==> config.mk <==
export PLATFORM = sky130hd
export DESIGN_NAME = vnu_pe
export DESIGN_NICKNAME = d
export VERILOG_FILES = /design/src/rtl/vnu_pe.sv
export SDC_FILE = /design/constraint.sdc
export NUM_CORES = 1
export LEC_CHECK = 0
export CORE_UTILIZATION = 60
export DETAILED_ROUTE_END_ITERATION = 16
export PLACE_DENSITY_LB_ADDON = 0.15
export SKIP_LAST_GASP = 1
export SLEW_MARGIN = 0
export SYNTH_ARGS = -nofsm -noshare
export SYNTH_HDL_FRONTEND = slang
export SYNTH_SLANG_ARGS = --single-unit
==> constraint.sdc <==
create_clock -name clk -period 17.8 [get_ports clk]
set_clock_uncertainty 0.2 [all_clocks]
set_input_delay 3.56 -clock clk [delete_from_list [all_inputs] [get_ports clk]]
set_output_delay 3.56 -clock clk [all_outputs]
set_load 0.05 [all_outputs]
==> src/rtl/vnu_pe.sv <==
// ----------------------------------------------------------------------------
// vnu_pe : variable-node processing element for degree-3 LDPC columns.
//
// Holds one channel LLR, combines it with the three incoming CNU messages and
// sends each CNU its extrinsic message as {hard, sign, phi(mag)}. Iterates
// until MAX_ITER passes complete or (EARLY_STOP) the CNUs report parity ok.
//
// Ports
//   clk        system clock, all state on the rising edge
//   rst        synchronous active-high reset
//   llr_valid  channel LLR offered (accepted only in IDLE)
//   llr_in     channel LLR, two's complement
//   llr_ready  high exactly while in IDLE
//   c_valid    CNU message set strobe (accepted only in WAIT_C)
//   C          CNU messages, sign-magnitude {sign, mag[3:0]}
//   p_ok       all parity checks satisfied, sampled with c_valid
//   X_out      to CNUs: {hard, extrinsic sign, phi(mag)}
//   x_valid    one-cycle pulse, X_out is new
//   hard_bit   current hard decision
//   done       one-cycle pulse with the final x_valid
//   iter_cnt   completed COMPUTE passes
// ----------------------------------------------------------------------------

// phi(x) = ln((e^x+1)/(e^x-1)); index has 2 fractional bits, result is
// rounded to 2 fractional bits and saturated at 15 (phi(0) is infinite).
module phi_lut (
   input  logic [5:0] i_idx,
   output logic [3:0] o_phi
);
   always_comb begin
      o_phi = '0;
      case (i_idx)
         6'd0:  o_phi = 4'd15;
         6'd1:  o_phi = 4'd8;
         6'd2:  o_phi = 4'd6;
         6'd3:  o_phi = 4'd4;
         6'd4:  o_phi = 4'd3;
         6'd5:  o_phi = 4'd2;
         6'd6:  o_phi = 4'd2;
         6'd7:  o_phi = 4'd1;
         6'd8:  o_phi = 4'd1;
         6'd9:  o_phi = 4'd1;
         6'd10: o_phi = 4'd1;
         6'd11: o_phi = 4'd1;
         default: o_phi = '0;
      endcase
   end
endmodule

module vnu_pe #(
   parameter int MAX_ITER   = 8,
   parameter int ITER_W     = 4,
   parameter int EARLY_STOP = 1
) (
   input  logic                   clk,
   input  logic                   rst,
   input  logic                   llr_valid,
   input  logic [5:0]             llr_in,
   output logic                   llr_ready,
   input  logic                   c_valid,
   input  logic [2:0][4:0]        C,
   input  logic                   p_ok,
   output logic [2:0][5:0]        X_out,
   output logic                   x_valid,
   output logic                   hard_bit,
   output logic                   done,
   output logic [ITER_W-1:0]      iter_cnt
);

   typedef enum logic [2:0] {S_IDLE, S_INIT, S_WAIT_C, S_COMPUTE, S_DONE} state_t;

   state_t                r_state, w_next;
   logic [5:0]            r_llr;
   logic [2:0][4:0]       r_c;
   logic                  r_pok;
   logic [2:0][5:0]       r_x;
   logic                  r_xv, r_hard, r_done;
   logic [ITER_W-1:0]     r_iter;

   logic [ITER_W-1:0]     w_iter_inc;
   logic                  w_final;
   logic signed [7:0]     w_ci    [3];
   logic signed [7:0]     w_e     [3];
   logic signed [7:0]     w_abs   [3];
   logic [3:0]            w_mag   [3];
   logic [3:0]            w_phi   [3];
   logic [2:0]            w_sign;
   logic signed [7:0]     w_total;
   logic                  w_hard;

   assign w_iter_inc = r_iter + 1'b1;
   assign w_final    = (w_iter_inc == ITER_W'(MAX_ITER)) || ((EARLY_STOP != 0) && r_pok);

   always_ff @(posedge clk) begin
      if (rst) r_state <= S_IDLE;
      else     r_state <= w_next;
   end

   always_comb begin
      w_next = r_state;
      case (r_state)
         S_IDLE:    if (llr_valid) w_next = S_INIT;
         S_INIT:    w_next = S_WAIT_C;
         S_WAIT_C:  if (c_valid) w_next = S_COMPUTE;
         S_COMPUTE: w_next = w_final ? S_DONE : S_WAIT_C;
         S_DONE:    w_next = S_IDLE;
         default:   w_next = S_IDLE;
      endcase
   end

   always_ff @(posedge clk) begin
      if (rst) begin
         r_llr <= '0;
         r_c   <= '0;
         r_pok <= 1'b0;
      end else begin
         if (r_state == S_IDLE && llr_valid) r_llr <= llr_in;
         if (r_state == S_WAIT_C && c_valid) begin
            r_c   <= C;
            r_pok <= p_ok;
         end
      end
   end

   // In INIT the incoming messages count as zero, so every e_i is the LLR.
   always_comb begin
      w_total = {{2{r_llr[5]}}, r_llr};
      w_sign  = '0;
      for (int unsigned i = 0; i < 3; i++) begin
         w_ci[i] = '0;
         if (r_state == S_COMPUTE)
            w_ci[i] = r_c[i][4] ? -$signed({4'b0000, r_c[i][3:0]})
                                :  $signed({4'b0000, r_c[i][3:0]});
         w_total = w_total + w_ci[i];
      end
      for (int unsigned i = 0; i < 3; i++) begin
         w_e[i]    = w_total - w_ci[i];
         w_sign[i] = w_e[i][7];
         w_abs[i]  = w_e[i][7] ? -w_e[i] : w_e[i];
         w_mag[i]  = (w_abs[i] > 8'sd15) ? 4'd15 : w_abs[i][3:0];
      end
      w_hard = w_total[7];
   end

   for (genvar g = 0; g < 3; g++) begin : g_lut
      phi_lut u_lut (
         .i_idx ({2'b00, w_mag[g]}),
         .o_phi (w_phi[g])
      );
   end

   always_ff @(posedge clk) begin
      if (rst) begin
         r_x    <= '0;
         r_xv   <= 1'b0;
         r_hard <= 1'b0;
         r_done <= 1'b0;
         r_iter <= '0;
      end else begin
         r_xv   <= (r_state == S_INIT) || (r_state == S_COMPUTE);
         r_done <= (r_state == S_COMPUTE) && w_final;
         if (r_state == S_INIT || r_state == S_COMPUTE) begin
            for (int unsigned i = 0; i < 3; i++)
               r_x[i] <= {w_hard, w_sign[i], w_phi[i]};
            r_hard <= w_hard;
            r_iter <= (r_state == S_INIT) ? '0 : w_iter_inc;
         end
      end
   end

   assign llr_ready = (r_state == S_IDLE);
   assign X_out     = r_x;
   assign x_valid   = r_xv;
   assign hard_bit  = r_hard;
   assign done      = r_done;
   assign iter_cnt  = r_iter;

endmodule
==> reports/qor.json, run 1 <==
{
  "run_status": {"value": "completed"},
  "clk_pin_slew_worst_paths": {"value": 100, "unit": "ps"},
  "holdPathStages": {"value": 2},
  "synth.top_cells.by_area": {"value": "sky130_fd_sc_hd__dfxtp_1 (21%), sky130_fd_sc_hd__ha_1 (14%), sky130_fd_sc_hd__nand2_1 (6.9%)"},
  "crit_slowest_cell": {"value": "sky130_fd_sc_hd__nor2_1"},
  "post_synth_inst_count": {"value": 567},
  "gpl.final_weighted_congestion": {"value": 0.955},
  "setup_viol": {"value": 0},
  "groute.layer.met1.usage": {"value": 36.2, "unit": "%"},
  "whs": {"value": 267, "unit": "ps"},
  "cp_cell_sequence": {"value": "nand2_1 -> nor2_1 -> nand2_1 -> fa_1 -> fa_1 -> inv_1 -> ha_1 -> fa_1 -> xor2_1 -> ha_1 -> o21a_1 -> o21ai_0 -> nand2b_1 -> xor2_1 -> or3_1 -> o2bb2ai_1 -> nor2b_1 -> ha_1 -> nand2_1 -> mux2i_1 -> a32o_1 -> a32o_1"},
  "maxCapViolCount": {"value": 0},
  "drt_iter0_drc": {"value": 306},
  "worstHoldPathType": {"value": "flop to flop"},
  "worstHoldStart": {"value": "X_out[2]"},
  "grt.met2_usage": {"value": 51.4, "unit": "%"},
  "postSynth.asyncResetShare": {"value": 0, "unit": "%"},
  "layout.cells.most_common": {"value": "sky130_fd_sc_hd__nand2_1"},
  "cts.root.buffer_cell": {"value": "sky130_fd_sc_hd__clkbuf_8"},
  "timing.critical_path.arrival": {"value": 7030, "unit": "ps"},
  "p_per_area": {"value": 67.4, "unit": "nW/µm²"},
  "number_of_core_rows": {"value": 30},
  "critPathMaxFanout": {"value": 15},
  "setup.worst_path.class": {"value": "flop to flop"},
  "yosysTopAreaCellShare": {"value": 21.5, "unit": "%"},
  "grt_start_max_net_pins": {"value": 43},
  "ctsHoldBuffers": {"value": 0},
  "clock_latency": {"value": 310, "unit": "ps"},
  "rsz0062_at_grt": {"value": "no"},
  "final-instance-count-excl-fill": {"value": 704},
  "numCtsBuffers": {"value": 5},
  "period_needed": {"value": 7020, "unit": "ps"},
  "vias": {"value": 3998},
  "die-height": {"value": 87.5, "unit": "µm"},
  "initial_core_util": {"value": 63.2, "unit": "%"},
  "synth_flop_cell": {"value": "sky130_fd_sc_hd__dfxtp_1"},
  "place_inst": {"value": 696},
  "maxSlewHeadroom": {"value": 40.0, "unit": "%"},
  "critical_path_endpoint_category": {"value": "flop"},
  "r2r.worst_path.cells": {"value": 22},
  "critical_path_cell_count": {"value": 22},
  "clock_tree.buffer_depth": {"value": 2},
  "crit_family": {"value": "adder cells"},
  "cts_sinks": {"value": 47},
  "overflow": {"value": 0},
  "net_count_after_synthesis": {"value": 657},
  "worstPathBufferInverterCount": {"value": 1},
  "dp_hpwl": {"value": 8220, "unit": "µm"},
  "synth.ff_latch_count": {"value": 47},
  "max_frequency": {"value": 0.142, "unit": "GHz"},
  "globalRouteTotalUtil": {"value": 29.1, "unit": "%"},
  "min_period_over_period": {"value": 39.5, "unit": "%"},
  "postCtsSetupRepairBufs": {"value": 0},
  "reg2reg_start": {"value": "r_state[1]"},
  "synth.cell_area": {"value": 4390, "unit": "µm²"},
  "total_leakage_power": {"value": 2.05, "unit": "nW"},
  "finalSetupTns": {"value": 0, "unit": "ps"},
  "worst_max_slew_pin_slew": {"value": 897, "unit": "ps"},
  "coreArea": {"value": 6940, "unit": "µm²"},
  "first_pass_grt_wire_length": {"value": 17500, "unit": "µm"},
  "synth_edf_count": {"value": 0},
  "die_w": {"value": 87.5, "unit": "µm"},
  "crit_path_max_incr_delay": {"value": 690, "unit": "ps"},
  "final_net_count": {"value": 697},
  "synth.largest_area_cell": {"value": "sky130_fd_sc_hd__dfxtp_1"},
  "tritoncts": {"value": "yes"},
  "dpl_cell_area": {"value": 4940, "unit": "µm²"},
  "yosysWarningCount": {"value": 0},
  "mostFrequentLayoutCells": {"value": "sky130_fd_sc_hd__nand2_1 (81), sky130_fd_sc_hd__nor2_1 (57), sky130_fd_sc_hd__clkdlybuf4s50_1 (51)"},
  "drt_pass1_iterations": {"value": 5},
  "boundaryPins": {"value": 52},
  "cp_data_required_time": {"value": 17810, "unit": "ps"},
  "report.power.total": {"value": 339, "unit": "µW"},
  "routedWlPerCell": {"value": 14.5, "unit": "µm"},
  "timing.final.max_slew_violations": {"value": 0},
  "stdcell_area": {"value": 5030, "unit": "µm²"},
  "crit_start": {"value": "r_state[1]"},
  "syn2layout_area_growth": {"value": 14.7, "unit": "%"},
  "sequential_share_of_the_synthesized_area": {"value": 21.5, "unit": "%"},
  "grt_busiest_layer": {"value": "met2"},
  "layout-drive-gt1-share": {"value": 3.45, "unit": "%"},
  "drtAntennaViolNets": {"value": 0},
  "h-tree-depth": {"value": 2},
  "io_buffers": {"value": 51},
  "gr-usage-met3": {"value": 3.79, "unit": "%"},
  "routed_wl": {"value": 10200, "unit": "µm"},
  "ir_worst_vdd": {"value": 0.0369, "unit": "mV"},
  "remaining_drc_errors": {"value": 0},
  "syn_avg_cell_area": {"value": 7.73, "unit": "µm²"},
  "hold_violations": {"value": 0},
  "route.detailed.vias_per_inst": {"value": 5.68},
  "die_area": {"value": 7660, "unit": "µm²"},
  "grt_antenna_before_repair": {"value": 0},
  "grt_pass1_vias": {"value": 3899},
  "synth_cell_types": {"value": 58},
  "post_cts.resized_instances": {"value": 0},
  "worst_setup_path_start_kind": {"value": "flop"},
  "num_antenna_cells": {"value": 0}
}
report_power, final:
group          internal, mW  switching (mW)
clock network        0.0283          0.0409
logic                0.0646          0.0907
registers             0.110         0.00390
kinds of logic (layout without fill, tap and decap cells):
logic type / count (synthesis) / after routing / share of synthesized area, %
XOR/XNOR: 42 / 42 / 9.24
adder cells (fa/ha/maj): 64 / 64 / 20.8
AND/OR/NAND/NOR: 216 / 216 / 22.7
flip-flops: 47 / 47 / 21.5
buffers and inverters: 69 / 110 / 6.19
multiplexers: 8 / 8 / 1.85
AO/OA/AOI/OAI: 121 / 121 / 17.8
synthesized netlist by cell type (10+ instances only):
library cell               count
sky130_fd_sc_hd__nand2_1      81
sky130_fd_sc_hd__nor2_1       57
sky130_fd_sc_hd__inv_1        50
sky130_fd_sc_hd__ha_1         49
sky130_fd_sc_hd__dfxtp_1      47
sky130_fd_sc_hd__a21oi_1      42
sky130_fd_sc_hd__xnor2_1      29
sky130_fd_sc_hd__o21ai_0      22
sky130_fd_sc_hd__nor2b_1      16
sky130_fd_sc_hd__nor3_1       16
sky130_fd_sc_hd__fa_1         15
sky130_fd_sc_hd__clkbuf_1     13
sky130_fd_sc_hd__a21o_1       12
sky130_fd_sc_hd__nand2b_1     11
sky130_fd_sc_hd__xor2_1       10
metal layers:
layer  vias to the layer above  part of all wire, %
li1                       1988                    -
met4                         0                  2.1
met3                        18                  4.8
met5                         -                    0
met1                      1879                   44
met2                       113                   49
flip-flops by register name, indices dropped and copies added, names as in the netlist:
signal,flops
X_out,16
done,1
iter_cnt,4
r_c,15
r_llr,6
r_pok,1
r_state,3
x_valid,1
tightest hold or removal path, delay by kind of cell, from the launching register on:
family	cells	cell delay [ps]
DFF	1	330
and+or+nand+nor	1	50
AOI/OAI and AO/OA	1	50
final timing paths:
path | to | slack [ps]
setup / recovery | X_out[6] | 10780
hold / removal | X_out[2] | 270
setup reg to reg | X_out[6] | 10780
hold reg to reg | X_out[2] | 270
layout make-up:
| class | count | area (µm²) |
|---|---|---|
| timing repair buffer | 52 | 518 |
| sequential | 47 | 941 |
| tap | 96 | 120 |
| fill | 574 | 1920 |
| clock inverter | 2 | 16.3 |
| clock buffer | 6 | 72.6 |
| multi-input combinational | 451 | 3170 |
| inverter | 50 | 188 |
stage by stage:
step | utilization [%] | setup slack (ps)
after floorplan | - | 11670
after global placement | 71.1 | 11220
after detailed placement | 71.1 | 10930
after CTS | 72.4 | 10900
after global routing | 72.4 | 10300
final | 72.4 | 10780
No activity file was read; power rests on OpenSTA's default activity.
==> inputs of run 2 (changes only) <==
CORE_UTILIZATION = 57   (was 60)
clock period = 6.77 ns   (was 17.8 ns; I/O delays follow)
==> reports/qor.json, run 2 (same netlist as run 1, synthesis figures left out) <==
{
  "min_period_over_period": {"value": 93.2, "unit": "%", "change": "+54 points"},
  "power_frac_seq": {"value": 33.5, "unit": "%", "change": "-0.2 points"},
  "run_status": {"value": "completed"},
  "crit_path_max_incr_delay": {"value": 550, "unit": "ps", "change": "-140 ps"},
  "coreArea": {"value": 7330, "unit": "µm²", "change": "+5.6%"},
  "p_sw": {"value": 359, "unit": "µW", "change": "+170%"},
  "number_of_core_rows": {"value": 31, "change": "+3.3%"},
  "timing.critical_path.arrival": {"value": 6320, "unit": "ps", "change": "-710 ps"},
  "reg2reg_start": {"value": "r_state[1]"},
  "critical_path_endpoint_category": {"value": "flop"},
  "grt_start_max_net_pins": {"value": 43, "change": "unchanged"},
  "combPwrFrac": {"value": 45.9, "unit": "%", "change": "about the same"},
  "route.detailed.vias_per_inst": {"value": 5.53, "change": "-2.6%"},
  "total_leakage_power": {"value": 2.07, "unit": "nW", "change": "+0.95%"},
  "worstHoldStart": {"value": "X_out[9]"},
  "crit_path_end": {"value": "X_out[6]"},
  "routed_wl": {"value": 10000, "unit": "µm", "change": "-1.8%"},
  "r2r.worst_path.cells": {"value": 23, "change": "+4.5%"},
  "ctsHoldBuffers": {"value": 0, "change": "unchanged"},
  "period_needed": {"value": 6310, "unit": "ps", "change": "-712 ps"},
  "whs": {"value": 258, "unit": "ps", "change": "-9.32 ps"},
  "grt_antenna_before_repair": {"value": 0, "change": "unchanged"},
  "mostFrequentLayoutCells": {"value": "sky130_fd_sc_hd__nand2_1 (81), sky130_fd_sc_hd__nor2_1 (56), sky130_fd_sc_hd__clkdlybuf4s50_1 (51)"},
  "final_net_count": {"value": 699, "change": "+0.29%"},
  "r2r_setup_slack": {"value": 460, "unit": "ps", "change": "-10320 ps"},
  "crit_top_cell": {"value": "sky130_fd_sc_hd__nand2_1"},
  "hold_violations": {"value": 0, "change": "unchanged"},
  "initial_core_util": {"value": 59.8, "unit": "%", "change": "-3.3 points"},
  "p_per_area": {"value": 177, "unit": "nW/µm²", "change": "+160%"},
  "syn2layout_area_growth": {"value": 15.3, "unit": "%"},
  "setup.worst_path.class": {"value": "flop to flop"},
  "ir_worst_vdd": {"value": 0.0809, "unit": "mV", "change": "+120%"},
  "worst_setup_path_start_kind": {"value": "flop"},
  "clock_power_share": {"value": 20.6, "unit": "%", "change": "+0.2 points"},
  "vias": {"value": 3923, "change": "-1.9%"},
  "boundaryPins": {"value": 52, "change": "unchanged"},
  "die_w": {"value": 89.7, "unit": "µm", "change": "+2.5%"},
  "die-height": {"value": 89.7, "unit": "µm", "change": "+2.5%"},
  "worst_max_slew_pin_slew": {"value": 659, "unit": "ps", "change": "-238 ps"},
  "max_frequency": {"value": 0.158, "unit": "GHz", "change": "+11%"},
  "critPathMaxFanout": {"value": 8, "change": "-7"},
  "gpl.final_weighted_congestion": {"value": 0.858, "change": "-10%"},
  "rsz0062_at_grt": {"value": "no"},
  "globalRouteTotalUtil": {"value": 26.3, "unit": "%", "change": "-2.8 points"},
  "overflow": {"value": 0, "change": "unchanged"},
  "drtAntennaViolNets": {"value": 0, "change": "unchanged"},
  "drt_iter0_drc": {"value": 163, "change": "-47%"},
  "drt_pass1_iterations": {"value": 4, "change": "-1"},
  "clk_pin_slew_worst_paths": {"value": 100, "unit": "ps", "change": "about the same"},
  "io_buffers": {"value": 51, "change": "unchanged"},
  "clock_latency": {"value": 310, "unit": "ps", "change": "about the same"},
  "tritoncts": {"value": "yes"},
  "routedWlPerCell": {"value": 14.1, "unit": "µm", "change": "-2.5%"},
  "maxSlewHeadroom": {"value": 55.9, "unit": "%", "change": "+16 points"},
  "power.share.switching": {"value": 40.1, "unit": "%", "change": "+0.13 points"},
  "timing.final.max_slew_violations": {"value": 0, "change": "unchanged"},
  "crit_start": {"value": "r_state[1]"},
  "setup_viol": {"value": 0, "change": "unchanged"},
  "layout-drive-gt1-share": {"value": 4.26, "unit": "%", "change": "+0.81 points"},
  "die_area": {"value": 8050, "unit": "µm²", "change": "+5.1%"},
  "cp_cell_sequence": {"value": "nand2_1 -> nor2_2 -> nand2_1 -> fa_1 -> fa_1 -> inv_1 -> ha_1 -> fa_1 -> ha_1 -> nor2b_1 -> or2_2 -> nand2_1 -> a21boi_0 -> o21ai_0 -> or3_1 -> a211oi_1 -> o2bb2ai_2 -> nor2b_1 -> ha_1 -> nand2_1 -> mux2i_1 -> a32o_1 -> a32o_1"},
  "cp_data_required_time": {"value": 6780, "unit": "ps", "change": "-11030 ps"},
  "timing.rr.end": {"value": "X_out[6]"},
  "numCtsBuffers": {"value": 5, "change": "unchanged"},
  "remaining_drc_errors": {"value": 0, "change": "unchanged"},
  "grt_pass1_vias": {"value": 3846, "change": "-1.4%"},
  "largest_register_ff_count": {"value": 16, "change": "unchanged"},
  "power.internal": {"value": 537, "unit": "µW", "change": "+160%"},
  "dpl_cell_area": {"value": 4960, "unit": "µm²", "change": "+0.38%"},
  "cts_sinks": {"value": 47, "change": "unchanged"},
  "finalSetupTns": {"value": 0, "unit": "ps", "change": "unchanged"},
  "stdcell_area": {"value": 5060, "unit": "µm²", "change": "+0.60%"},
  "maxCapViolCount": {"value": 0, "change": "unchanged"},
  "worstHoldPathType": {"value": "flop to flop"},
  "report.power.total": {"value": 896, "unit": "µW", "change": "+160%"},
  "crit_slowest_cell": {"value": "sky130_fd_sc_hd__fa_1"},
  "layout.cells.most_common": {"value": "sky130_fd_sc_hd__nand2_1"},
  "h-tree-depth": {"value": 2, "change": "unchanged"},
  "first_pass_grt_wire_length": {"value": 17400, "unit": "µm", "change": "-0.31%"},
  "clock_tree.buffer_depth": {"value": 2, "change": "unchanged"},
  "cts.root.buffer_cell": {"value": "sky130_fd_sc_hd__clkbuf_8"},
  "dp_hpwl": {"value": 8210, "unit": "µm", "change": "-0.11%"},
  "num_antenna_cells": {"value": 0, "change": "unchanged"}
}
run 2: cell types whose count changed in the layout (fill, tap and decap cells not counted), sizes merged:
cell | previous run | this run
buf | 1 | 3
clkbuf | 6 | 5
clkinv | 0 | 2
clkinvlp | 1 | 0
run 2: final cells by class:
| type | count | area, µm² |
|---|---|---|
| multi-input combinational | 451 | 3180 |
| sequential | 47 | 941 |
| fill | 629 | 2270 |
| tap | 99 | 124 |
| clock buffer | 5 | 68.8 |
| inverter | 50 | 188 |
| clock inverter | 3 | 22.5 |
| timing repair buffer | 54 | 533 |
run 2: worst min path at each step:
| stage | endpoint | slack [ps] | cells past startpoint |
|---|---|---|---|
| 2_1_floorplan | r_pok | 240 | 2 |
| 3_3_place_gp | X_out[8] | 240 | 2 |
| 3_5_place_dp | X_out[9] | 240 | 2 |
| 4_1_cts | X_out[9] | 260 | 2 |
| 5_1_grt | X_out[2] | 280 | 2 |
| 6_report | X_out[9] | 260 | 2 |
run 2: routing by layer:
| layer | global-route usage, % | vias up | routed length (µm) |
|---|---|---|---|
| met5 | 0 | - | 0 |
| met2 | 46.8 | 85 | 4790 |
| li1 | - | 1996 | - |
| met1 | 32.0 | 1813 | 4590 |
| met4 | 10.1 | 0 | 325 |
| met3 | 3.72 | 29 | 296 |
run 2: critical path: cells and delay by family (launching register included):
kind	cells	cell delay (ps)
AOI/OAI and AO/OA	6	1210
adders and majority gates	6	2460
and+or+nand+nor	9	1760
muxes	1	80
DFF	1	460
buffers and inverters	1	40
run 2: metrics by stage:
step,worst slack [ps],util [%],cells
2_1_floorplan,644,-,567
3_3_place_gp,562,67.6,701
3_5_place_dp,333,67.6,701
4_1_cts,309,68.9,709
5_1_grt,62.7,69.0,709
6_report,459,69.0,709
run 2: what timing repair did:
item                                    in CTS  in global routing
resized for setup                            0                  2
setup buffers                                0                  0
endpoints found under the setup margin       0                  3
run 2: power by group through the flow:
| stage | clock network, mW | logic, mW | registers (mW) |
|---|---|---|---|
| after floorplan | 0 | 0.286 | 0.330 |
| after global placement | 0 | 0.390 | 0.306 |
| after detailed placement | 0 | 0.407 | 0.307 |
| after CTS | 0.187 | 0.408 | 0.300 |
| after global routing | 0.200 | 0.458 | 0.303 |
| final | 0.185 | 0.411 | 0.300 |
